<file path="src/rtl/mem_port_arbiter_pkg.sv">
// mem_port_arbiter_pkg: shared types for the memory port arbiter
//   state_t : arbiter FSM states (IDLE, ACCESS, WAIT)
//   rq_t    : requester IDs (RQ_IF fetch, RQ_DM load/store, RQ_LD loader)
//   DW      : memory data width
package mem_port_arbiter_pkg;
   typedef enum logic [1:0] {IDLE = 2'd0, ACCESS = 2'd1, WAIT = 2'd2} state_t;
   typedef enum logic [1:0] {RQ_IF = 2'd0, RQ_DM = 2'd1, RQ_LD = 2'd2} rq_t;
   localparam int DW = 32;
endpackage

</file>
<file path="src/rtl/mem_port_arbiter_if.sv">
// mem_port_arbiter_if: requester and memory signals of the memory port arbiter
//   fetch : if_req, if_addr -> if_gnt, if_valid, if_rdata
//   data  : dm_req, dm_we, dm_addr, dm_wdata -> dm_gnt, dm_valid, dm_rdata
//   memory: mem_en, mem_we, mem_addr, mem_wdata <- mem_rdata
//   status: busy
//   loader (MEMARB_LOADER_EN only): ld_req, ld_addr, ld_wdata -> ld_gnt
//   modports: slave = arbiter side, master = requester/memory side
interface mem_port_arbiter_if import mem_port_arbiter_pkg::*; #(parameter int AW = 32);
   logic          if_req;
   logic [AW-1:0] if_addr;
   logic          if_gnt;
   logic          if_valid;
   logic [DW-1:0] if_rdata;
   logic          dm_req;
   logic          dm_we;
   logic [AW-1:0] dm_addr;
   logic [DW-1:0] dm_wdata;
   logic          dm_gnt;
   logic          dm_valid;
   logic [DW-1:0] dm_rdata;
   logic          mem_en;
   logic          mem_we;
   logic [AW-1:0] mem_addr;
   logic [DW-1:0] mem_wdata;
   logic [DW-1:0] mem_rdata;
   logic          busy;
`ifdef MEMARB_LOADER_EN
   logic          ld_req;
   logic [AW-1:0] ld_addr;
   logic [DW-1:0] ld_wdata;
   logic          ld_gnt;
`endif
   modport slave (
`ifdef MEMARB_LOADER_EN
      input ld_req, ld_addr, ld_wdata, output ld_gnt,
`endif
      input if_req, if_addr, dm_req, dm_we, dm_addr, dm_wdata, mem_rdata,
      output if_gnt, if_valid, if_rdata, dm_gnt, dm_valid, dm_rdata,
      output mem_en, mem_we, mem_addr, mem_wdata, busy
   );
   modport master (
`ifdef MEMARB_LOADER_EN
      output ld_req, ld_addr, ld_wdata, input ld_gnt,
`endif
      output if_req, if_addr, dm_req, dm_we, dm_addr, dm_wdata, mem_rdata,
      input if_gnt, if_valid, if_rdata, dm_gnt, dm_valid, dm_rdata,
      input mem_en, mem_we, mem_addr, mem_wdata, busy
   );
endinterface

</file>
<file path="src/rtl/mem_port_arbiter_pick.sv">
// mem_arb_pick: combinational winner select for the memory port arbiter
//   if_req, dm_req, ld_req : pending requests
//   last_dm                : 1 when the data port was served last
//   pick                   : winning requester ID (meaningful only when a req is high)
//   LD_EN                  : loader present; it then beats fetch and data
module mem_arb_pick import mem_port_arbiter_pkg::*; #(parameter bit LD_EN = 1'b0) (
   input  logic if_req,
   input  logic dm_req,
   input  logic ld_req,
   input  logic last_dm,
   output rq_t  pick
);
   always_comb
      pick = (LD_EN && ld_req)  ? RQ_LD :
             (dm_req && if_req) ? (last_dm ? RQ_IF : RQ_DM) :
             dm_req             ? RQ_DM : RQ_IF;
endmodule

</file>
<file path="src/rtl/mem_port_arbiter.sv">
// mem_port_arbiter: shares one single-port memory between fetch, load/store and an optional loader
//   clk, reset : rising-edge clock, asynchronous active-high reset
//   bus        : mem_port_arbiter_if.slave (requester handshakes, memory port, busy)
//   RD_LATENCY : cycles from mem_en until mem_rdata is valid (1..15)
//   AW         : byte address width
//   MEMARB_LOADER_EN : when defined, adds the write-only, highest-priority loader port
module mem_port_arbiter import mem_port_arbiter_pkg::*; #(
   parameter int RD_LATENCY = 1,
   parameter int AW         = 32
) (
   input logic             clk,
   input logic             reset,
   mem_port_arbiter_if.slave bus
);
   state_t        state, next;
   rq_t           who, pick;
   logic [3:0]    cnt;
   logic          we_r, last_dm, any_req, done;
   logic [AW-1:0] addr_r;
   logic [DW-1:0] wdata_r;
   logic          ld_req;
   logic [AW-1:0] ld_addr;
   logic [DW-1:0] ld_wdata;
`ifdef MEMARB_LOADER_EN
   localparam bit LD_EN = 1'b1;
   assign ld_req     = bus.ld_req;
   assign ld_addr    = bus.ld_addr;
   assign ld_wdata   = bus.ld_wdata;
   assign bus.ld_gnt = state == ACCESS && who == RQ_LD;
`else
   localparam bit LD_EN = 1'b0;
   assign ld_req   = 1'b0;
   assign ld_addr  = '0;
   assign ld_wdata = '0;
`endif
   assign any_req = bus.if_req || bus.dm_req || ld_req;
   assign done    = state == WAIT && cnt == 4'd0;
   mem_arb_pick #(.LD_EN(LD_EN)) u_pick (
      .if_req (bus.if_req),
      .dm_req (bus.dm_req),
      .ld_req (ld_req),
      .last_dm(last_dm),
      .pick   (pick)
   );
   always_ff @(posedge clk or posedge reset)
      if (reset) state <= IDLE;
      else       state <= next;
   always_comb begin
      next = state;
      if (state == IDLE && any_req) next = ACCESS;
      else if (state == ACCESS)     next = we_r ? IDLE : WAIT;
      else if (done)                next = IDLE;
      bus.if_gnt    = state == ACCESS && who == RQ_IF;
      bus.dm_gnt    = state == ACCESS && who == RQ_DM;
      bus.mem_en    = state == ACCESS;
      bus.mem_we    = state == ACCESS && we_r;
      bus.mem_addr  = addr_r & ~AW'(3);
      bus.mem_wdata = wdata_r;
      bus.busy      = state != IDLE;
   end
   always_ff @(posedge clk or posedge reset)
      if (reset) begin
         who          <= RQ_IF;
         cnt          <= '0;
         we_r         <= 1'b0;
         addr_r       <= '0;
         wdata_r      <= '0;
         last_dm      <= 1'b0;
         bus.if_valid <= 1'b0;
         bus.dm_valid <= 1'b0;
         bus.if_rdata <= '0;
         bus.dm_rdata <= '0;
      end else begin
         bus.if_valid <= 1'b0;
         bus.dm_valid <= 1'b0;
         if (state == IDLE && any_req) begin
            who     <= pick;
            we_r    <= pick == RQ_LD ? 1'b1 : pick == RQ_DM ? bus.dm_we : 1'b0;
            addr_r  <= pick == RQ_LD ? ld_addr : pick == RQ_DM ? bus.dm_addr : bus.if_addr;
            wdata_r <= pick == RQ_LD ? ld_wdata : bus.dm_wdata;
            // the loader is outside the fetch/data alternation
            if (pick != RQ_LD) last_dm <= pick == RQ_DM;
         end
         if (state == ACCESS) begin
            cnt <= 4'(RD_LATENCY - 1);
            // loader writes complete silently; only data stores get a valid pulse
            if (we_r && who == RQ_DM) bus.dm_valid <= 1'b1;
         end
         if (state == WAIT && !done) cnt <= cnt - 4'd1;
         if (done && who == RQ_IF) begin
            bus.if_valid <= 1'b1;
            bus.if_rdata <= bus.mem_rdata;
         end
         if (done && who != RQ_IF) begin
            bus.dm_valid <= 1'b1;
            bus.dm_rdata <= bus.mem_rdata;
         end
      end
endmodule
</file>
<file path="src/flat_wrapper.sv">
// flat-port wrapper written by rule: the top's interface ports become plain ports
module mem_port_arbiter_flat import mem_port_arbiter_pkg::*;
#(
   parameter int RD_LATENCY = 1,
   parameter int AW         = 32
)
  (clk, reset, bus_if_req, bus_if_addr, bus_dm_req, bus_dm_we, bus_dm_addr, bus_dm_wdata, bus_mem_rdata, bus_if_gnt, bus_if_valid, bus_if_rdata, bus_dm_gnt, bus_dm_valid, bus_dm_rdata, bus_mem_en, bus_mem_we, bus_mem_addr, bus_mem_wdata, bus_busy);
  mem_port_arbiter_if #(.AW(AW)) bus_i ();
  input logic clk;
  input logic reset;
  input wire logic [$bits(bus_i.if_req)-1:0] bus_if_req;
  input wire logic [$bits(bus_i.if_addr)-1:0] bus_if_addr;
  input wire logic [$bits(bus_i.dm_req)-1:0] bus_dm_req;
  input wire logic [$bits(bus_i.dm_we)-1:0] bus_dm_we;
  input wire logic [$bits(bus_i.dm_addr)-1:0] bus_dm_addr;
  input wire logic [$bits(bus_i.dm_wdata)-1:0] bus_dm_wdata;
  input wire logic [$bits(bus_i.mem_rdata)-1:0] bus_mem_rdata;
  output wire logic [$bits(bus_i.if_gnt)-1:0] bus_if_gnt;
  output wire logic [$bits(bus_i.if_valid)-1:0] bus_if_valid;
  output wire logic [$bits(bus_i.if_rdata)-1:0] bus_if_rdata;
  output wire logic [$bits(bus_i.dm_gnt)-1:0] bus_dm_gnt;
  output wire logic [$bits(bus_i.dm_valid)-1:0] bus_dm_valid;
  output wire logic [$bits(bus_i.dm_rdata)-1:0] bus_dm_rdata;
  output wire logic [$bits(bus_i.mem_en)-1:0] bus_mem_en;
  output wire logic [$bits(bus_i.mem_we)-1:0] bus_mem_we;
  output wire logic [$bits(bus_i.mem_addr)-1:0] bus_mem_addr;
  output wire logic [$bits(bus_i.mem_wdata)-1:0] bus_mem_wdata;
  output wire logic [$bits(bus_i.busy)-1:0] bus_busy;
  assign bus_i.if_req = bus_if_req;
  assign bus_i.if_addr = bus_if_addr;
  assign bus_i.dm_req = bus_dm_req;
  assign bus_i.dm_we = bus_dm_we;
  assign bus_i.dm_addr = bus_dm_addr;
  assign bus_i.dm_wdata = bus_dm_wdata;
  assign bus_i.mem_rdata = bus_mem_rdata;
  assign bus_if_gnt = bus_i.if_gnt;
  assign bus_if_valid = bus_i.if_valid;
  assign bus_if_rdata = bus_i.if_rdata;
  assign bus_dm_gnt = bus_i.dm_gnt;
  assign bus_dm_valid = bus_i.dm_valid;
  assign bus_dm_rdata = bus_i.dm_rdata;
  assign bus_mem_en = bus_i.mem_en;
  assign bus_mem_we = bus_i.mem_we;
  assign bus_mem_addr = bus_i.mem_addr;
  assign bus_mem_wdata = bus_i.mem_wdata;
  assign bus_busy = bus_i.busy;
  mem_port_arbiter #(.RD_LATENCY(RD_LATENCY), .AW(AW)) u_core (.clk(clk), .reset(reset), .bus(bus_i));
endmodule
</file>
<file path="config.mk">
export PLATFORM = sky130hd
export DESIGN_NAME = mem_port_arbiter_flat
export DESIGN_NICKNAME = d
export VERILOG_FILES = /design/src/rtl/mem_port_arbiter_pkg.sv /design/src/rtl/mem_port_arbiter_if.sv /design/src/rtl/mem_port_arbiter_pick.sv /design/src/rtl/mem_port_arbiter.sv /design/src/flat_wrapper.sv
export SDC_FILE = /design/constraint.sdc
export NUM_CORES = 1
export LEC_CHECK = 0
export BUFFER_PORTS_ARGS = -buffer_cell sky130_fd_sc_hd__buf_2
export CORE_MARGIN = 2
export CORE_UTILIZATION = 50
export DETAILED_ROUTE_END_ITERATION = 8
export GPL_TIMING_DRIVEN = 1
export PLACE_DENSITY = 0.92
export REMOVE_ABC_BUFFERS = 1
export SLEW_MARGIN = 20
export SYNTH_ARGS = -nofsm -noshare
export SYNTH_HDL_FRONTEND = slang
export SYNTH_SLANG_ARGS = --single-unit
</file>
<file path="constraint.sdc">
create_clock -name clk -period 10.5 [get_ports clk]
set_clock_uncertainty 0.05 [all_clocks]
set_input_delay 1.05 -clock clk [delete_from_list [all_inputs] [get_ports clk]]
set_output_delay 1.05 -clock clk [all_outputs]
set_load 0.05 [all_outputs]
</file>
==> flow_metrics.py, run 1 <==
metrics = {
    "global_routing": {
        "globalRouteOverflowTotal": 0,
        "grt_pass1_wl_um": 22400,
        "grt_max_degree": 88,
        "antenna_found_initial": 0,
        "grt_pass1_vias": 4434,
        "grt_use_total_pct": 24.7,
    },
    "sta": {
        "fin_setup_tns_ns": 0,
        "period_needed_ns": 3.02,
        "worst_slew_pin_slew_ns": 1.08,
        "relSlewSlack_pct": 28.0,
        "rsz0062_at_grt": "no",
        "fin_crit_sh_pct": 28.8,
        "finalSetupViolations": 0,
        "hold_viol_final": 0,
        "slew_violations": 0,
        "fmax_ghz": 0.331,
    },
    "floorplanning": {
        "ioPinCount": 268,
        "die_y_um": 110,
        "die_area_um2": 12100,
        "core_area_um2": 10900,
        "initial_utilization_pct": 51.5,
        "die_w_um": 110,
        "rows": 38,
    },
    "worst_hold_path": {
        "hold_path.class": "flip-flop to flip-flop",
    },
    "setup_path": {
        "slowest_delay_ns": 0.72,
        "arrival_ns": 3.27,
        "cp-end-kind": "flip-flop",
        "worstPathCellList": "buf_2 > or2_2 > and2_2 > buf_4 > mux2_2",
        "start_kind": "primary input",
        "required_ns": 10.75,
        "critical_path_class": "primary input to flip-flop",
        "cp_max_fo": 32,
        "cpMaxStageDelayCell": "and2_2",
    },
    "clocking": {
        "numClockSinks": 136,
        "post_cts_buffers": 0,
        "cts-buffers-inserted": 17,
        "cts_tree": "done",
        "cts_resized": 0,
        "clk_latency_ns": 0.42,
        "holdBufCountCts": 0,
        "clockBufferDepth": 2,
        "clk_root_buffer_cell": "clkbuf_16",
        "clkSlewWorstSetupHoldPaths_ns": 0.06,
        "htreeDepth": 4,
    },
    "finish": {
        "drive_gt1_share_pct": 56.8,
        "syn2layout_area_growth_pct": 35.5,
        "final_cell_mix": "buf_2 (261), dfrtp_1 (136), nand2_1 (67), mux2_2 (67)",
        "layout.nets": 824,
        "final_util_pct": 69.8,
        "antennaDiodeCount": 0,
        "fillers": 706,
        "final_common_cell": "buf_2",
        "fin_cells": 842,
    },
    "routing": {
        "dr.pass1.iters": 6,
        "postRouteAntennaNets": 0,
        "totalWireLength_um": 15100,
        "wire_per_inst_um": 17.9,
        "drc": 0,
        "drt-initial-drc-count": 331,
        "viasPerCell": 5.31,
        "route.vias.total": 4469,
    },
    "synthesis": {
        "yosysTopAreaCell": "dfrtp_1",
        "synth_warnings": 0,
        "syn_area_per_cell_um2": 12.9,
        "synth_cells": 435,
        "ys_seq_area_share_pct": 60.4,
        "ys_ff_latch": 136,
        "synth_top_area_share_pct": 60.4,
        "synth.distinct_cells": 36,
        "synth_area_um2": 5630,
        "synthTopCellsByArea": "dfrtp_1 (60%), mux2_2 (13%), mux2_4 (7.7%)",
    },
    "flow_run": {
        "cap_viol_max_count": 0,
    },
    "status": {
        "status": "completed",
    },
    "placed_design": {
        "place.gp.congestion": 0.805,
        "dp.cells": 810,
        "post-dp-hpwl_um": 10700,
        "port_buffers": 261,
    },
}
-- cells in the mapped netlist (all sizes together) --
library cell	instances
o31ai	1
nand3	2
nand2	67
a21oi	32
or3	1
nor4	1
and2	3
a21boi	1
mux2	96
nand3b	1
a31oi	32
or2	1
o22ai	1
o2111ai	1
nor3	1
conb	1
dfrtp	136
inv	7
buf	13
o21ai	1
nor2	4
or4b	1
a2111oi	1
a22o	1
a21o	1
a211o	1
a21bo	1
clkbuf	18
a32o	1
ha	2
nor2b	3
nor3b	1
and3	1
-- worst paths after layout --
check	end	startpoint	depth (start not counted)	slack, ns
max reg2reg	u_core.bus.if_rdata[30]	u_core.cnt[0]	5	7.69
min reg2reg	u_core.bus.mem_wdata[28]	u_core.bus.mem_wdata[28]	1	0.45
max in group asynchronous	u_core.bus.dm_rdata[11]	reset	3	8.54
min	u_core.bus.mem_wdata[28]	u_core.bus.mem_wdata[28]	1	0.45
min in group asynchronous	u_core.bus.mem_wdata[6]	reset	2	0.65
max	u_core.bus.mem_wdata[22]	bus_if_req	5	7.48
-- cell type report --
class	instances	area (µm²)	share of cell area, %
tap	140	175	2.30
timing repair buffer	265	1340	17.6
clock buffer	25	505	6.63
multi-input combinational	262	2060	27.0
clock inverter	7	114	1.49
sequential	136	3400	44.6
inverter	7	28.8	0.377
-- routing by layer --
| layer | GRT usage [%] | routed length, µm | vias up |
|---|---|---|---|
| li1 | - | - | 2026 |
| met1 | 28.2 | 5640 | 2154 |
| met2 | 40.9 | 7490 | 255 |
| met3 | 8.82 | 1510 | 34 |
| met4 | 12.8 | 463 | 0 |
| met5 | 0 | 0 | - |
-- stage by stage --
step / worst slack, ns / cell area, µm² / hold WS, ns
after floorplan: 5.76 / 5470 / 0.411
after global placement: 7.14 / 7000 / 0.432
after detailed placement: 7.06 / 7010 / 0.439
after CTS: 7.51 / 7630 / 0.453
after global routing: 7.36 / 7630 / 0.467
final: 7.48 / 7630 / 0.453
-- logic make-up after synthesis --
kind of cell / Yosys count / synth area share (%)
fa+ha+maj: 2 / 0.444
compound gates: 75 / 7.97
buf+inv: 38 / 3.35
other cells: 1 / 0.0666
mux: 96 / 21.1
flops: 136 / 60.4
simple gates: 87 / 6.62
-- flip-flops by register name, indices dropped and copies added (netlist names) --
| register | cells |
|---|---|
| u_core.addr_r | 30 |
| u_core.bus.dm_rdata | 32 |
| u_core.bus.dm_valid | 1 |
| u_core.bus.if_rdata | 32 |
| u_core.bus.if_valid | 1 |
| u_core.bus.mem_wdata | 32 |
| u_core.cnt | 4 |
| u_core.last_dm | 1 |
| u_core.state | 2 |
| u_core.we_r | 1 |
-- worst max-delay path: cells and delay by family --
family / cells / cell delay [ns]
mux: 1 / 0.38
simple gates: 2 / 1.24
buf+inv: 2 / 0.58
Power of run 1 is not shown: default switching activity piles up to over one toggle a cycle in this logic, so the estimate is an artifact.
==> inputs of run 2 (changes only) <==
--- a/config.mk
+++ b/config.mk
@@ -7,10 +7,10 @@
 export LEC_CHECK = 0
 export BUFFER_PORTS_ARGS = -buffer_cell sky130_fd_sc_hd__buf_2
 export CORE_MARGIN = 2
-export CORE_UTILIZATION = 50
+export CORE_UTILIZATION = 42
 export DETAILED_ROUTE_END_ITERATION = 8
 export GPL_TIMING_DRIVEN = 1
-export PLACE_DENSITY = 0.92
+export PLACE_DENSITY = 0.83
 export REMOVE_ABC_BUFFERS = 1
 export SLEW_MARGIN = 20
 export SYNTH_ARGS = -nofsm -noshare
==> constraint.sdc (replaced) <==
create_clock -name clk -period 2.6 [get_ports clk]
set_clock_uncertainty 0.05 [all_clocks]
set_input_delay 0.26 -clock clk [delete_from_list [all_inputs] [get_ports clk]]
set_output_delay 0.26 -clock clk [all_outputs]
set_load 0.05 [all_outputs]
==> flow_metrics.py, run 2 (same netlist as run 1, synthesis figures left out) <==
metrics = {
    "setup_path": {
        "crit_buf_inv": 2,
        "start_kind": "flip-flop",
        "critical_path_class": "flip-flop to flip-flop",
        "worstPathCellList": "inv_1 > ha_1 > or4b_4 > or3_2 > buf_12 > mux2_4",
        "r2r-start": "u_core.cnt[0]",
        "crit_start": "u_core.cnt[0]",
        "reg2regPathDepth": 6,
        "arrival_ns": 2.60,
        "rrSetupSlack_ns": 0.24,
        "cp_max_fo": 33,
        "slowest_delay_ns": 0.49,
        "cpMaxStageDelayCell": "or4b_4",
        "crit_family": "simple AND/OR/NAND/NOR gates",
        "cp-end-kind": "flip-flop",
        "required_ns": 2.84,
        "r2r_end": "u_core.bus.if_rdata[27]",
    },
    "routing": {
        "totalWireLength_um": 14100,
        "viasPerCell": 4.98,
        "wire_per_inst_um": 15.9,
        "drc": 0,
        "route.vias.total": 4415,
        "drt-initial-drc-count": 167,
        "postRouteAntennaNets": 0,
        "dr.pass1.iters": 4,
    },
    "sta": {
        "finalSetupViolations": 0,
        "fin_crit_sh_pct": 90.9,
        "fmax_ghz": 0.423,
        "relSlewSlack_pct": 60.3,
        "timing.final.ws_setup_ns": 0.235,
        "worst_slew_pin_slew_ns": 0.596,
        "period_needed_ns": 2.36,
        "fin_setup_tns_ns": 0,
        "slew_violations": 0,
        "hold_viol_final": 0,
        "holdWs_ns": 0.0297,
        "rsz0062_at_grt": "no",
    },
    "finish": {
        "drive_gt1_share_pct": 57.5,
        "final_common_cell": "buf_2",
        "fillers": 1061,
        "antennaDiodeCount": 0,
        "final_cell_mix": "buf_2 (261), dfrtp_1 (136), nand2_1 (67), mux2_2 (67)",
        "seqCellArea_um2": 3400,
        "final_util_pct": 59.0,
        "layout.nets": 833,
        "syn2layout_area_growth_pct": 38.2,
        "multiInputGateArea_um2": 2060,
    },
    "placed_design": {
        "port_buffers": 261,
        "place.gp.congestion": 0.769,
        "post-place-ws_ns": 0.251,
        "post-dp-hpwl_um": 10100,
    },
    "worst_hold_path": {
        "hold_end": "u_core.bus.mem_wdata[31]",
        "min-delay-start": "bus_dm_wdata[31]",
        "holdPathStages": 2,
        "hold_path.class": "primary input to flip-flop",
    },
    "clocking": {
        "clkSlewWorstSetupHoldPaths_ns": 0.06,
        "htreeDepth": 4,
        "clk_root_buffer_cell": "clkbuf_16",
        "post_cts_buffers": 0,
        "clockBufferDepth": 2,
        "cts-buffers-inserted": 17,
        "clk_latency_ns": 0.40,
        "numClockSinks": 136,
        "cts_tree": "done",
    },
    "global_routing": {
        "globalRouteOverflowTotal": 0,
        "grt_pass1_wl_um": 22500,
        "grt_use_total_pct": 20.2,
        "grt_max_degree": 58,
        "antenna_found_initial": 0,
        "grt_pass1_vias": 4513,
    },
    "floorplanning": {
        "rows": 42,
        "ioPinCount": 268,
        "core_area_um2": 13200,
        "die_area_um2": 14400,
        "initial_utilization_pct": 42.7,
        "die_w_um": 120,
        "die_y_um": 120,
    },
    "flow_run": {
        "cap_viol_max_count": 0,
    },
    "status": {
        "status": "completed",
    },
}
## run 2: changes by cell type in the layout (fill, tap and decap cells not counted), sizes merged
cell,change
bufinv,+1
buf,+8
clkinvlp,+2
clkbuf,-5
inv,+1
dlygate4sd3,+1
## run 2: area by class of cell
cell class / instances / area share, %
clock inverter: 11 / 2.20
tap: 176 / 2.83
multi-input combinational: 262 / 26.5
inverter: 7 / 0.402
timing repair buffer: 274 / 18.5
sequential: 136 / 43.7
clock buffer: 20 / 5.86
## run 2: worst max path at each step
stage                                          to  slack (ns)  cells after the start
after floorplan                 u_core.addr_r[10]       -1.35                      1
after global placement     u_core.bus.if_rdata[4]        0.29                      6
after detailed placement  u_core.bus.if_rdata[22]        0.25                      6
after CTS                 u_core.bus.if_rdata[19]        0.25                      6
after global routing      u_core.bus.if_rdata[27]        0.15                      6
final                     u_core.bus.if_rdata[27]        0.24                      6
## run 2: what timing repair did
action | CTS | global route
endpoints found under the hold margin | 54 | 0
setup endpoints to repair | 0 | 0
gates resized for setup | 0 | 0
hold buffers | 1 | 0
## run 2: per-layer routing
metal	GRT usage [%]	part of all wire, %	up-vias
met5	0	0	-
met4	9.49	2.6	0
met3	6.89	8.8	24
met2	35.0	51	223
met1	22.4	37	2125
li1	-	-	2043
## run 2: through the flow
stage                     std cells  cell area [µm²]
final                           886             7790
after global routing            886             7790
after CTS                       886             7790
after detailed placement        854             7150
after global placement          854             7150
after floorplan                 405             5470
Power of run 2 is left out for the same reason.
